### config.mk
export PLATFORM = sky130hd
export DESIGN_NAME = toggle_walk_fsm
export DESIGN_NICKNAME = d
export VERILOG_FILES = /design/src/rtl/toggle_walk_fsm.sv
export SDC_FILE = /design/constraint.sdc
export NUM_CORES = 1
export LEC_CHECK = 0
export BUFFER_PORTS_ARGS = -buffer_cell sky130_fd_sc_hd__buf_2
export CORE_MARGIN = 10
export CORE_UTILIZATION = 25
export CTS_CLUSTER_DIAMETER = 30
export DETAILED_ROUTE_END_ITERATION = 16
export PLACE_DENSITY = 0.41
export SLEW_MARGIN = 30
export SYNTH_ARGS = -nofsm -noshare
export SYNTH_HDL_FRONTEND = slang
export SYNTH_SLANG_ARGS = --single-unit
### constraint.sdc
create_clock -name clk -period 3.3 [get_ports clk]
set_clock_uncertainty 0.2 [all_clocks]
set_input_delay 0.495 -clock clk [delete_from_list [all_inputs] [get_ports clk]]
set_output_delay 0.495 -clock clk [all_outputs]
set_load 0.01 [all_outputs]
### src/rtl/toggle_walk_fsm.sv
// Sequence-driven state walker: each accepted sel toggles one state bit, with ping-pong detection.
// Optional soft clear port enabled by defining TWF_SOFT_CLR_EN.
module toggle_walk_fsm #(
   parameter int unsigned             STATE_W     = 2,
   parameter int unsigned             SEL_W       = 1,
   parameter logic [STATE_W-1:0]      RESET_STATE = '0,
   parameter int unsigned             OSC_LIMIT   = 4,
   parameter int unsigned             CNT_W       = 8
) (
   input  logic                clk,
   input  logic                rst,
`ifdef TWF_SOFT_CLR_EN
   input  logic                clr,
`endif
   input  logic                in_valid,
   input  logic [SEL_W-1:0]    sel,
   output logic                in_ready,
   output logic                y,
   output logic [STATE_W-1:0]  state,
   output logic                err,
   output logic                osc_flag,
   output logic [CNT_W-1:0]    osc_events
);

   localparam int unsigned      RUN_W     = 8;
   localparam int unsigned      RUN_W1    = RUN_W + 1;
   localparam logic [RUN_W-1:0] RUN_LIMIT = RUN_W'(OSC_LIMIT);
   localparam logic [CNT_W-1:0] CNT_MAX   = {CNT_W{1'b1}};

   logic [STATE_W-1:0] state_q, state_d;
   logic               err_q, err_d;
   logic               flag_q, flag_d;
   logic [CNT_W-1:0]   events_q, events_d;
   logic [RUN_W-1:0]   run_q, run_d;
   logic [SEL_W-1:0]   last_sel_q, last_sel_d;

   logic               legal_c;
   logic               accept_c;
   logic               clear_c;
   logic [RUN_W:0]     run_inc_c;

   assign legal_c   = (32'(sel) < STATE_W);
   assign accept_c  = in_valid & legal_c;
   assign run_inc_c = {1'b0, run_q} + RUN_W1'(1);

`ifdef TWF_SOFT_CLR_EN
   assign clear_c = clr;
`else
   assign clear_c = 1'b0;
`endif

   // Next-state: soft clear wins over an accept; illegal selectors only set err
   always_comb begin
      state_d    = state_q;
      err_d      = err_q;
      flag_d     = flag_q;
      events_d   = events_q;
      run_d      = run_q;
      last_sel_d = last_sel_q;

      if (clear_c) begin
         state_d    = RESET_STATE;
         flag_d     = 1'b0;
         events_d   = '0;
         run_d      = '0;
         last_sel_d = '0;
      end else if (in_valid) begin
         if (!legal_c) begin
            err_d = 1'b1;
         end else begin
            state_d    = state_q ^ (STATE_W'(1) << sel);
            last_sel_d = sel;
            if ((run_q == '0) || (sel != last_sel_q)) begin
               run_d  = RUN_W'(1);
               flag_d = 1'b0;
            end else begin
               if (run_inc_c >= {1'b0, RUN_LIMIT}) begin
                  run_d = RUN_LIMIT;
               end else begin
                  run_d = run_inc_c[RUN_W-1:0];
               end
               flag_d = (run_d == RUN_LIMIT);
            end
         end
      end

      // Count each new oscillation run once, on the flag's rising edge
      if (flag_d && !flag_q && (events_q != CNT_MAX)) begin
         events_d = events_q + CNT_W'(1);
      end
   end

   always_ff @(posedge clk) begin
      if (rst) begin
         state_q    <= RESET_STATE;
         err_q      <= 1'b0;
         flag_q     <= 1'b0;
         events_q   <= '0;
         run_q      <= '0;
         last_sel_q <= '0;
      end else begin
         state_q    <= state_d;
         err_q      <= err_d;
         flag_q     <= flag_d;
         events_q   <= events_d;
         run_q      <= run_d;
         last_sel_q <= last_sel_d;
      end
   end

   assign in_ready   = 1'b1;
   assign y          = accept_c & sel[0];
   assign state      = state_q;
   assign err        = err_q;
   assign osc_flag   = flag_q;
   assign osc_events = events_q;

endmodule
=== After elaboration in Yosys (flattened, before gate mapping) ===
Cells that the tools add are included.

* Bits in registers: 20
* Input port bits: 4
* Output and inout port bits: 14
* Logic and storage cells: 25

* $add $sub $neg: 2
* Order comparisons: 1
* Equality and inequality tests: 3
* Shift-type cells: 1
* Multiplexer cells: 6
* Bitwise operators: 2
* Reduce and logical (&&, ||, !) cells: 5

{| class="wikitable"
|+ Operators with widths
! cell !! number
|-
| $mux 8 || 4
|-
| $add 8x1->9 const B || 1
|-
| $ge 9x3->1 const B || 1
|-
| $add 8x1->8 const B || 1
|-
| $eq 8x3->1 const B || 1
|-
| $logic_not 8->1 || 1
|-
| $ne 8x8->1 const B || 1
|-
| $logic_and 1x1->1 || 2
|-
| $mux 1 || 2
|-
| $shl 1x1->2 const A || 1
|-
| $xor 2x2->2 || 1
|-
| $and 1x1->1 || 1
|-
| $logic_not 1->1 || 1
|-
| $logic_or 1x1->1 || 1
|-
| $ne 1x1->1 || 1
|}

=== Logic depth before layout (Yosys ltp) ===
* Depth in word-level cells: 10
* Gate-level depth with buffers: 7
* Mapped depth without buffers: 7

=== Worst setup path after synthesis ===
No wires, ideal clock.

* Path type: reg2reg
* From: reg run_q[0]
* To: reg events_q[5], in the netlist osc_events[5]
* Setup time: 0.121 ns
* Arrival time: 1.845 ns
* Required time: 2.979 ns
* Setup slack: 1.134 ns
* Stages on the path, launching flop included: 8
* Path buffers: 0
* Period minus slack after synthesis: 2.166 ns
* Path through: dfxtp_1 -> inv_1 -> ha_1 -> nor2b_1 -> o22ai_2 -> a211o_4 -> nor4b_1 -> mux2_2

* Word-level cells in the longest chain between the ends: 10
* Elaborated cells on any way between the ends: 12
* Those cells by class: add/sub: 1; order compare: 1; eq/ne: 1; mux: 5; reduce/logical: 4

{| class="wikitable"
|+ RTL lines
! what !! line !! RTL
|-
| start: declaration || 34 || <nowiki>logic [RUN_W-1:0] run_q, run_d;</nowiki>
|-
| start signal: assignment || 106 || <nowiki>run_q <= run_d;</nowiki>
|-
| $add 8x1->9 || 44 || <nowiki>assign run_inc_c = {1'b0, run_q} + RUN_W1'(1);</nowiki>
|-
| $ge 9x3->1 || 77 || <nowiki>if (run_inc_c >= {1'b0, RUN_LIMIT}) begin</nowiki>
|-
| $mux 8 || 77 ||
|-
| $mux 8 || 73 || <nowiki>if ((run_q == '0) || (sel != last_sel_q)) begin</nowiki>
|-
| $mux 8 || 67 || <nowiki>end else if (in_valid) begin</nowiki>
|-
| $eq 8x3->1 || 82 || <nowiki>flag_d = (run_d == RUN_LIMIT);</nowiki>
|-
| $mux 1 * || 73 ||
|-
| $mux 1 * || 67 ||
|-
| $logic_and 1x1->1 * (2 in series) || 88 || <nowiki>if (flag_d && !flag_q && (events_q != CNT_MAX)) begin</nowiki>
|-
| end signal: assignment || 105 || <nowiki>events_q <= events_d;</nowiki>
|-
| end: declaration || 33 || <nowiki>logic [CNT_W-1:0] events_q, events_d;</nowiki>
|}

Mark *: on every way between the ends. The rest lies on a longest branch, timed or not. The select of a mux whose other input is x is not followed.
A chain may end at the register's enable or synchronous reset.

=== Final worst setup path ===
Ends and elaborated chain as after synthesis.

==> key figures <==
Outcome
  • Status: finished clean

Critical path
  • Delay-heaviest family, CP: simple AND/OR/NAND/NOR gates
  • CP Class: flop to flop
  • CP bufs+invs: 1
  • Crit path DAT: 2.29 ns
  • Crit path max fanout: 9
  • Crit-path cells: inv_1 > ha_1 > nor2b_1 > o22ai_2 > a211o_4 > nor4b_1 > mux2_2
  • CP peak stage delay: 0.40 ns
  • Setup crit start kind: flop
  • Worst path slowest cell: dfxtp_1
  • Crit. End Element: flop
  • Worst endpoint required time: 3.25 ns

Synth
  • Synth unique cells: 34
  • Main synth FF type: dfxtp_1
  • Most instantiated cells after synthesis: 20 x dfxtp_1, 11 x a21oi_1, 10 x nor2_1
  • Top post-synthesis cells by area: dfxtp_1 42%, a21oi_1 5.8%, ha_1 3.9%
  • Async SR Flop Fraction: 0%
  • Yosys reg bits: 20
  • Cell count after synthesis: 110
  • Cell taking the most area after synthesis: dfxtp_1
  • Syn Nets: 117
  • Synthesized area per cell: 8.69 sq um
  • Top-area cell type share of the netlist area: 41.9%
  • Cell Area, Synth: 956 sq um
  • EDFF count, synth: 0
  • Register area share after synthesis: 41.9%
  • Ys Warns: 0
  • Most numerous cell in the Yosys netlist: dfxtp_1

Clock tree
  • CTS resizes: 0
  • Clock root buffer: clkbuf_8
  • Hold buffers post-CTS: 0
  • CTS buffer count: 3
  • Postcts setup bufs: 0
  • Clk Latency, worst-skew pair: 0.26 ns
  • CTS tree: yes
  • CTS sink cnt: 20
  • Clock-pin slew on the worst setup and hold paths: 0.07 ns
  • CTS Buffer Depth: 2
  • H-tree Lvls: 1

Floorplanning
  • Die area: 6700 sq um
  • # rows: 22
  • Initial Utilization: 25.9%
  • Core Area: 3690 sq um
  • Die width: 81.8 um
  • Chip Height: 81.8 um
  • Top Ports: 18

Route
  • Via count: 774
  • Post-route ant nets: 0
  • Total Wirelength: 2010 um
  • DRT Pass-1 Iters: 4
  • WL per Instance: 11.7 um
  • DRT iter0 DRCs: 44
  • Vias per inst: 4.50
  • Drc violations: 0

Timing
  • Final setup fails: 0
  • Hold Fails Final Rpt: 0
  • Minimum clock period: 2.34 ns
  • Unrepaired setup endpoints after global routing: false
  • Tcrit/Tclk final: 70.8%
  • Setup TNS Final: 0 ns
  • Worst-Margin Slew: 0.548 ns
  • Max frequency: 428 MHz
  • Slew Limit Fails: 0
  • Relative slew slack: 63.3%

Layout
  • Nets: 132
  • Fin cells: 172
  • Ant diodes: 0
  • # fillers: 409
  • Layout area overhead: 17.9%
  • Final Cell Area: 1130 sq um
  • Layout cells sized above 1: 21.0%
  • Final core occ: 30.6%

Placement
  • Cell Area, Placed: 1060 sq um
  • Port bufs: 15
  • Inst Count DP: 168
  • Gpl congestion: 0.745
  • Post-DP HPWL: 1510 um

Power
  • Leakage: 0.446 nW
  • Maximum vdd drop: 0.115 mV
  • Pwr dens: 460 nW/um^2

Min path
  • Worst Hold Class: flop to flop

Global route
  • Gr usage total: 6.15%
  • Initial antenna violation count: 0
  • Vias in the first global route: 695
  • Remaining Overflow, GRT: 0
  • First-pass GRT wire length: 3190 um
  • Largest net degree at the start of global routing: 20

Run
  • Max_cap viols: 0
-- per-stage QoR --
| stage | setup WS [ns] | power, mW | hold slack (ns) |
|---|---|---|---|
| after floorplan | 1.13 | 0.276 | 0.220 |
| after global placement | 1.05 | 0.280 | 0.240 |
| after detailed placement | 0.979 | 0.281 | 0.238 |
| after CTS | 0.961 | 0.527 | 0.263 |
| after global routing | 0.867 | 0.539 | 0.281 |
| final | 0.964 | 0.518 | 0.257 |
-- kinds of logic (layout without fill, tap and decap cells) --
| family | after synthesis | count (layout) | synth area share, % |
|---|---|---|---|
| muxes | 2 | 2 | 2.36 |
| DFF | 20 | 20 | 41.9 |
| AOI/OAI and AO/OA | 22 | 22 | 15.3 |
| xor gates and xnor gates | 3 | 3 | 2.75 |
| and+or+nand+nor | 48 | 48 | 27.4 |
| adders and majority gates | 3 | 3 | 3.93 |
| buffers and inverters | 10 | 24 | 5.63 |
| other | 2 | 2 | 0.786 |
-- cell usage in the layout (no fill, tap or decap), types with 2 or more instances in the layout --
cell	n
nor3_1	4
nand2b_1	4
nor2b_1	5
nor2_1	10
ha_1	3
inv_1	5
or4_1	3
and2_1	5
buf_2	15
conb_1	2
clkbuf_8	3
mux2_2	2
nand2_1	8
a21oi_1	11
o21ai_0	3
xnor2_1	2
dfxtp_1	20
nand3_1	2
-- routing by layer --
layer	global-route usage (%)	up-vias	routed length [um]
li1	-	402	-
met1	7.08	348	902
met2	9.72	20	965
met5	0	-	0
met3	1.75	4	103
met4	4.08	0	39
-- final timing paths --
| check | slack, ns | start | to | depth (start not counted) |
|---|---|---|---|---|
| setup reg to reg | 0.96 | run_q[0] | osc_events[5] | 7 |
| setup / recovery | 0.96 | run_q[0] | osc_events[5] | 7 |
| hold / removal | 0.26 | run_q[4] | run_q[4] | 1 |
| hold reg to reg | 0.26 | run_q[4] | run_q[4] | 1 |
-- power by group --
| group | internal [mW] | switching, mW |
|---|---|---|
| sequential | 0.245 | 0.00307 |
| combinational | 0.0104 | 0.0161 |
| clock | 0.162 | 0.0815 |
-- state kept, by name, summed over array words and instances, names as in the netlist --
name and cells:
osc_events 8, state 2, osc_flag 1, last_sel_q 1, run_q 8
-- area by class of cell --
cell class / instances / area [sq um] / share of cell area [%]
Clock inverter: 1 / 30.0 / 2.66
Tap cell: 48 / 60.1 / 5.33
Clock buffer: 3 / 41.3 / 3.66
Inverter: 5 / 18.8 / 1.66
Sequential cell: 20 / 400 / 35.5
Timing Repair Buffer: 15 / 75.1 / 6.66
Multi-Input combinational cell: 80 / 502 / 44.5
Power figures use the tool's default switching activity.
